===== config.mk =====
export PLATFORM = sky130hd
export DESIGN_NAME = vec_deserializer_flat
export DESIGN_NICKNAME = d
export VERILOG_FILES = /design/src/rtl/vec_deserializer_pkg.sv /design/src/rtl/vec_deserializer_if.sv /design/src/rtl/vec_deserializer.sv /design/src/flat_wrapper.sv
export SDC_FILE = /design/constraint.sdc
export NUM_CORES = 1
export LEC_CHECK = 0
export CAP_MARGIN = 20
export CORE_MARGIN = 2
export CORE_UTILIZATION = 35
export CTS_CLUSTER_SIZE = 12
export DETAILED_ROUTE_END_ITERATION = 7
export GPL_TIMING_DRIVEN = 1
export MAX_ROUTING_LAYER = met4
export PLACE_DENSITY = 0.52
export SYNTH_ARGS = -nofsm -noshare
export SYNTH_HDL_FRONTEND = slang
export SYNTH_SLANG_ARGS = --single-unit

===== constraint.sdc =====
create_clock -name clk_in -period 10.5 [get_ports clk_in]
set_input_delay 1.575 -clock clk_in [delete_from_list [all_inputs] [get_ports clk_in]]
set_output_delay 1.575 -clock clk_in [all_outputs]
set_load 0.1 [all_outputs]

===== src/rtl/vec_deserializer_pkg.sv =====
// Shared types for the vector deserializer and the reduction blocks that
// consume its output: lane width, FSM state encoding and vector typedef.
package vec_deserializer_pkg;

    // Bits per lane.
    localparam int LANE_W       = 8;
    // Default number of lanes per vector (legal range 2..64).
    localparam int DEF_ELEMENTS = 12;

    typedef logic [LANE_W-1:0] lane_t;

    // Packed vector at the default lane count; lane 0 is the first element.
    typedef lane_t [DEF_ELEMENTS-1:0] vec_t;

    // FILL: collecting elements. HOLD: a completed vector waits for the
    // output register to drain.
    typedef enum logic {
        ST_FILL = 1'b0,
        ST_HOLD = 1'b1
    } state_e;

endpackage : vec_deserializer_pkg


===== src/rtl/vec_deserializer_if.sv =====
// Element-in / vector-out handshake bundle. The slave modport is the
// deserializer's view; the master modport is the environment's view.
interface vec_deserializer_if
    import vec_deserializer_pkg::*;
#(
    parameter int ELEMENTS = DEF_ELEMENTS
) ();

    localparam int CNT_W = $clog2(ELEMENTS + 1);

    // Upstream element stream
    logic                      s_valid;
    lane_t                     s_data;
    logic                      s_last;
    logic                      s_ready;

    // Downstream vector stream
    logic                      m_valid;
    lane_t [ELEMENTS-1:0]      m_data;
    logic [CNT_W-1:0]          m_count;
    logic                      m_ready;

    modport slave (
        input  s_valid, s_data, s_last, m_ready,
        output s_ready, m_valid, m_data, m_count
    );

    modport master (
        output s_valid, s_data, s_last, m_ready,
        input  s_ready, m_valid, m_data, m_count
    );

endinterface : vec_deserializer_if


===== src/rtl/vec_deserializer.sv =====
// Packs a stream of LANE_W-bit elements into vectors of up to ELEMENTS lanes.
// A vector closes on its last lane or on s_last; unused lanes read zero.
// One completed vector can wait in the fill buffer (HOLD) while the output
// register is occupied, so a full-rate stream never bubbles at boundaries.
module vec_deserializer
    import vec_deserializer_pkg::*;
#(
    parameter int ELEMENTS = DEF_ELEMENTS   // legal range 2..64
) (
    input  logic                 clk_in,
    input  logic                 rst_in,
    vec_deserializer_if.slave    bus
);

    localparam int IDX_W = $clog2(ELEMENTS);
    localparam int CNT_W = $clog2(ELEMENTS + 1);

    // Registers
    state_e                r_state;
    logic                  r_rdy_en;     // low during reset, high from the first edge after
    logic [IDX_W-1:0]      r_idx;        // next lane to fill
    lane_t [ELEMENTS-1:0]  r_buf;        // fill buffer; doubles as pending vector in HOLD
    logic [CNT_W-1:0]      r_pend_cnt;   // lane count of the pending vector
    logic                  r_m_valid;
    lane_t [ELEMENTS-1:0]  r_m_data;
    logic [CNT_W-1:0]      r_m_count;

    // Wires
    state_e                w_state_next;
    logic                  w_s_ready;
    logic                  w_accept;
    logic                  w_xfer;
    logic                  w_is_end;
    logic                  w_complete;
    logic                  w_load_fill;  // completed vector goes straight to output
    logic                  w_park;       // completed vector waits in the fill buffer
    logic                  w_load_pend;  // pending vector moves to output
    lane_t [ELEMENTS-1:0]  w_fill_vec;   // fill buffer with this cycle's element written in
    logic [CNT_W-1:0]      w_fill_cnt;

    assign w_s_ready  = r_rdy_en && (r_state == ST_FILL);
    assign w_accept   = bus.s_valid && w_s_ready;
    assign w_xfer     = r_m_valid && bus.m_ready;
    assign w_is_end   = (r_idx == IDX_W'(ELEMENTS - 1));
    assign w_complete = w_accept && (bus.s_last || w_is_end);
    assign w_fill_cnt = CNT_W'(r_idx) + CNT_W'(1);

    // Lane write decode: merge the incoming element into lane [r_idx].
    always_comb begin
        // NOTE: every always_comb output gets a default first so no path leaves it unassigned (no latch).
        w_fill_vec = r_buf;
        for (int i = 0; i < ELEMENTS; i++) begin
            if (r_idx == IDX_W'(i)) begin
                w_fill_vec[i] = bus.s_data;
            end
        end
    end

    // FSM next-state and datapath steering.
    always_comb begin
        w_state_next = r_state;
        w_load_fill  = 1'b0;
        w_park       = 1'b0;
        w_load_pend  = 1'b0;
        case (r_state)
            ST_FILL: begin
                if (w_complete) begin
                    if (!r_m_valid || bus.m_ready) begin
                        w_load_fill = 1'b1;
                    end else begin
                        w_park       = 1'b1;
                        w_state_next = ST_HOLD;
                    end
                end
            end
            ST_HOLD: begin
                // The output register is always occupied in HOLD, so m_ready alone means a transfer.
                if (bus.m_ready) begin
                    w_load_pend  = 1'b1;
                    w_state_next = ST_FILL;
                end
            end
            default: w_state_next = ST_FILL;
        endcase
    end

    // State register and post-reset ready enable.
    always_ff @(posedge clk_in or posedge rst_in) begin
        // NOTE: sequential state uses non-blocking assignments so every register samples pre-edge values.
        if (rst_in) begin
            r_state  <= ST_FILL;
            r_rdy_en <= 1'b0;
        end else begin
            r_state  <= w_state_next;
            r_rdy_en <= 1'b1;
        end
    end

    // Fill index: advance per accepted element, wrap to 0 on completion.
    always_ff @(posedge clk_in or posedge rst_in) begin
        if (rst_in) begin
            r_idx <= '0;
        end else if (w_complete) begin
            r_idx <= '0;
        end else if (w_accept) begin
            r_idx <= r_idx + IDX_W'(1);
        end
    end

    // Fill buffer: collect lanes, park a completed vector, clear after hand-off.
    always_ff @(posedge clk_in or posedge rst_in) begin
        // NOTE: the lane buffer is reset and cleared after each hand-off because unused lanes must read zero.
        if (rst_in) begin
            r_buf      <= '0;
            r_pend_cnt <= '0;
        end else if (w_park) begin
            r_buf      <= w_fill_vec;
            r_pend_cnt <= w_fill_cnt;
        end else if (w_load_fill || w_load_pend) begin
            r_buf      <= '0;
        end else if (w_accept) begin
            r_buf      <= w_fill_vec;
        end
    end

    // Output register: load a completed or pending vector, drop valid after a bare transfer.
    always_ff @(posedge clk_in or posedge rst_in) begin
        if (rst_in) begin
            r_m_valid <= 1'b0;
            r_m_data  <= '0;
            r_m_count <= '0;
        end else if (w_load_fill) begin
            r_m_valid <= 1'b1;
            r_m_data  <= w_fill_vec;
            r_m_count <= w_fill_cnt;
        end else if (w_load_pend) begin
            r_m_valid <= 1'b1;
            r_m_data  <= r_buf;
            r_m_count <= r_pend_cnt;
        end else if (w_xfer) begin
            r_m_valid <= 1'b0;
        end
    end

    assign bus.s_ready = w_s_ready;
    assign bus.m_valid = r_m_valid;
    assign bus.m_data  = r_m_data;
    assign bus.m_count = r_m_count;

endmodule : vec_deserializer


===== src/flat_wrapper.sv =====
// flat-port wrapper written by rule: the top's interface ports become plain ports
module vec_deserializer_flat import vec_deserializer_pkg::*;
#(
    parameter int ELEMENTS = DEF_ELEMENTS                       
)
  (clk_in, rst_in, bus_s_valid, bus_s_data, bus_s_last, bus_m_ready, bus_s_ready, bus_m_valid, bus_m_data, bus_m_count);
  vec_deserializer_if #(.ELEMENTS(ELEMENTS)) bus_i ();
  input  logic clk_in;
  input  logic rst_in;
  input wire logic [$bits(bus_i.s_valid)-1:0] bus_s_valid;
  input wire logic [$bits(bus_i.s_data)-1:0] bus_s_data;
  input wire logic [$bits(bus_i.s_last)-1:0] bus_s_last;
  input wire logic [$bits(bus_i.m_ready)-1:0] bus_m_ready;
  output wire logic [$bits(bus_i.s_ready)-1:0] bus_s_ready;
  output wire logic [$bits(bus_i.m_valid)-1:0] bus_m_valid;
  output wire logic [$bits(bus_i.m_data)-1:0] bus_m_data;
  output wire logic [$bits(bus_i.m_count)-1:0] bus_m_count;
  assign bus_i.s_valid = bus_s_valid;
  assign bus_i.s_data = bus_s_data;
  assign bus_i.s_last = bus_s_last;
  assign bus_i.m_ready = bus_m_ready;
  assign bus_s_ready = bus_i.s_ready;
  assign bus_m_valid = bus_i.m_valid;
  assign bus_m_data = bus_i.m_data;
  assign bus_m_count = bus_i.m_count;
  vec_deserializer #(.ELEMENTS(ELEMENTS)) u_core (.clk_in(clk_in), .rst_in(rst_in), .bus(bus_i));
endmodule

Word level (Yosys, flattened, before mapping) --
Index checks and enable logic that the tools add are counted.
Word-level totals: flip-flop bits (word level) 207, input port bits 13, output and inout port bits 102
Operators by class: add/sub/neg operators 1, equal/unequal tests 11, mux-type cells 34, bitwise logic cells 1, reduce and logical (&&, ||, !) cells 13
Operator list (number):
- $mux 96 | 5
- $mux 8 | 12
- $eq 4x3->1 const B | 4
- $eq 4x4->1 const B | 4
- $mux 4 | 4
- $mux 1 | 12
- $eq 4x2->1 const B | 2
- $reduce_bool 3->1 | 2
- $add 4x1->4 const B | 1
- $eq 4x1->1 const B | 1
- $logic_and 1x1->1 | 4
- $logic_not 4->1 | 1
- $reduce_bool 2->1 | 2
- $logic_or 1x1->1 | 3
- $pmux 1 s2 | 1
- $logic_not 1->1 | 1
- $not 1->1 | 1

Longest topological paths before layout --
depth after elaboration 9, depth in mapped cells 8

Worst setup path before layout --
OpenSTA, ideal clock, no wires.
path kind register to output, from register u_core.r_state, to output bus_s_ready, data arrival time 1792 ps, data required time 8925 ps, setup slack 7133 ps, cell stages (with the launch flop) 2, cell sequence dfrtp_1 -> nor2b_1
Between the ends: longest elaborated chain between the ends 2
Ends and longest elaborated chain:
- from (decl) | line vec_deserializer.sv:19 | state_e r_state;
- from (signal assigned) | line vec_deserializer.sv:94 | r_state <= w_state_next;
- $not 1->1 | line vec_deserializer.sv:41 | assign w_s_ready = r_rdy_en && (r_state == ST_FILL);
- $logic_and 1x1->1 | line vec_deserializer.sv:41
- to (decl) | line flat_wrapper.sv:14 | output wire logic [$bits(bus_i.s_ready)-1:0] bus_s_ready;
Every way passes these cells.

Worst setup path in the final report --
Same ends and word-level chain as after synthesis.

==> results by group <==
Outcome
  • Status: finished clean

Critical path
  • Crit end category: output pin
  • Worst EP arrival: between 2 and 2.5 ns
  • CP Data Required Time: 8.93 ns
  • Worst setup SP type: flop
  • Crit Path Category: reg2out
  • Worst R2R Path Depth: 5
  • Worst-path fanout max: 16

Routing
  • Uppermost layer routed: met4
  • Vias: around 6500
  • Via-to-Cell Ratio: 5.73
  • Final ANT Viol Nets: 0
  • First-pass detailed-route iteration total: 5
  • Met3 WL post-DR: 1.43 mm
  • DR iter-0 viols: between 400 and 500
  • Met2 Routed Length: 11.6 mm
  • Residual DRC: 0
  • Wire length per cell: 22.4 um
  • M1 WL: 12.1 mm
  • Final wirelength: between 20 and 30 mm

Yosys
  • Post-synth top cells: dfrtp_1, nand2_1, a22o_1, o221a_2, nor2_1
  • Synth Warn #: 0
  • Top-count cell post-synth: dfrtp_1
  • Synth top area cells: dfrtp_1, o221a_2, a22o_1
  • Main flop type after synthesis: dfrtp_1
  • Syn Nets: 727
  • Synth cell types: 39
  • Synth top area share: 0.603
  • Avg Inst Size Synth: 12.1 um^2
  • Area of the mapped netlist: 8580 um^2
  • Post-synthesis sequential area ratio: 0.603
  • Synthesized flop and latch total: 207
  • Synth Instances: 710
  • Leading area contributor after synthesis: dfrtp_1
  • Share of synthesized registers carrying an async set or reset: 1.00
  • EDFF count, synth: 0

Final layout
  • Ant. Diodes: 0
  • Final nets: 820
  • Layout cells sized above 1: 0.168
  • Syn-to-layout area delta: 25.1%

Clock tree
  • Post-CTS Setup Bufs: 0
  • H-tree Lvls: 1
  • Resized cells post-CTS: 0
  • Cts hold-fix bufs: 0
  • Num Clock Sinks: slightly above 200
  • Max clock buf depth: 3
  • Clock root buffer: clkbuf_16
  • CTS tree: yes
  • Total CTS buffers: 23
  • Clk_lat worst skew: around 0.5 ns
  • CTS clk-pin slew, worst paths: 0.05 ns

Job
  • Max-cap violations: 0

Global routing
  • Initial antenna violation count: 0
  • Vias in the first global route: 6619
  • GR Overflow Total: 0
  • First-pass GRT wire length: 39.7 mm
  • Total track usage: 0.202
  • Largest net degree at the start of global routing: ~130

Power and ir drop
  • Leakage power: 0.00460 uW
  • VDD IR max: 167 uV
  • PD cells: 316 nW/um^2
  • Pwr Total: 3390 uW

Floorplan
  • I/O pin count: 115
  • Num rows: 57
  • Starting Density: 0.355
  • Die X: roughly 160 um
  • Core box area: 24200 um^2
  • Height of the chip: roughly 160 um
  • Die area: 25800 um^2

STA
  • RSZ-0062 raised after global routing: false
  • Max Slew Vio Count: 0
  • Fmax: 246 MHz
  • Slew of the pin with the lowest slew margin: 1.09 ns
  • Minimum clock period: 4.06 ns
  • Final setup viols: 0
  • Period utilisation layout: 0.387
  • Normalized max-slew margin: 0.270
  • Setup tns final: 0 ns
  • Final Skew: around 0.015 ns
  • Final hold vios: 0

Placed design
  • IO buf count: 114
  • Post-DP HPWL: 16.2 mm
  • RePlAce Congestion: 0.869

Hold path
  • Hold depth: 2
  • Worst Hold Class: reg2reg
[cell usage in the layout, fill, tap and decap left out, types with 2 or more instances in the layout]
cell | Yosys | routed
a22o_1 | 85 | 85
clkbuf_8 | 0 | 6
mux2_2 | 2 | 2
a32o_1 | 11 | 11
a211oi_1 | 8 | 8
nand3_1 | 12 | 12
and3_1 | 11 | 11
o22ai_1 | 9 | 9
clkbuf_1 | 19 | 4
clkinv_2 | 0 | 3
and2_1 | 7 | 7
o211ai_1 | 3 | 3
xnor2_1 | 2 | 2
inv_1 | 16 | 15
ha_1 | 4 | 4
nand2_1 | 100 | 100
nand4_1 | 2 | 2
nor2b_1 | 7 | 7
a21oi_1 | 7 | 7
buf_4 | 2 | 14
clkdlybuf4s50_1 | 0 | 114
o21ai_0 | 8 | 8
o221a_2 | 80 | 80
nor2_1 | 43 | 43
bufinv_16 | 0 | 2
and3b_1 | 2 | 2
a221oi_1 | 8 | 8
mux2i_1 | 2 | 2
dfrtp_1 | 207 | 207
clkbuf_16 | 0 | 23
[worst max-delay path: stages, from the launching register on]
cell,delay [ns]
dfrtp_1,0.57
nor2b_1,0.24
clkdlybuf4s50_1,1.17
[state kept, by name (all words and copies together), names as in the netlist]
signal              count
u_core.bus.m_count      4
u_core.bus.m_data      96
u_core.bus.m_valid      1
u_core.r_buf           96
u_core.r_idx            4
u_core.r_pend_cnt       4
u_core.r_rdy_en         1
u_core.r_state          1
[power by group]
part	total [uW]	internal, uW	leakage (uW)	switching [uW]
clock	803	490	0.000371	313
combinational	1520	371	0.00156	1150
sequential	1070	952	0.00266	115
total	3390	1810	0.00460	1580
[per-layer routing]
metal  up-vias  GRT usage
met5         -          -
li1       2867          -
met2       246      0.302
met3        36     0.0282
met4         0     0.0516
met1      3382      0.290
[layout make-up]
cell class,instances,area (um^2)
flip-flops and latches,207,5180
inverters,16,67.6
multi-input cells,426,3060
fillers,2218,13400
clock buffers,33,673
repair buffers,129,1270
clock inverters,5,75.1
well taps,324,405
[final timing paths]
| check | from | endpoint | slack (ns) |
|---|---|---|---|
| setup / recovery | u_core.r_state | bus_s_ready | 6.44 |
| hold / removal | u_core.r_pend_cnt[2] | u_core.r_pend_cnt[2] | 0.48 |
| setup reg to reg | u_core.r_idx[0] | u_core.r_buf[54] | 7.38 |
| hold reg to reg | u_core.r_pend_cnt[2] | u_core.r_pend_cnt[2] | 0.48 |
| max in group asynchronous | rst_in | u_core.bus.m_data[54] | 7.59 |
| min in group asynchronous | rst_in | u_core.bus.m_count[1] | 1.67 |
[stage by stage]
stage	hold slack, ns	instance area, um^2	setup WS, ns	util	std cells
finish	0.484	10700	6.44	0.444	1140
global route	0.508	10700	6.33	0.444	1140
CTS	0.486	10700	6.43	0.443	1139
detailed placement	0.472	9960	6.36	0.412	1101
global placement	0.463	9960	6.37	0.412	1101
floorplan	0.446	8580	3.27	-	710
[cell families (layout without fill, tap and decap cells)]
family,count (synthesis),in the layout,synth area share
buf+inv,77,183,0.0404
compound gates,228,228,0.248
xor+xnor,2,2,0.00204
simple gates,187,187,0.0949
flops,207,207,0.603
other cells,1,1,0.000437
fa+ha+maj,4,4,0.00583
mux,4,4,0.00496
Note: power is estimated with default switching activity, not from simulation.
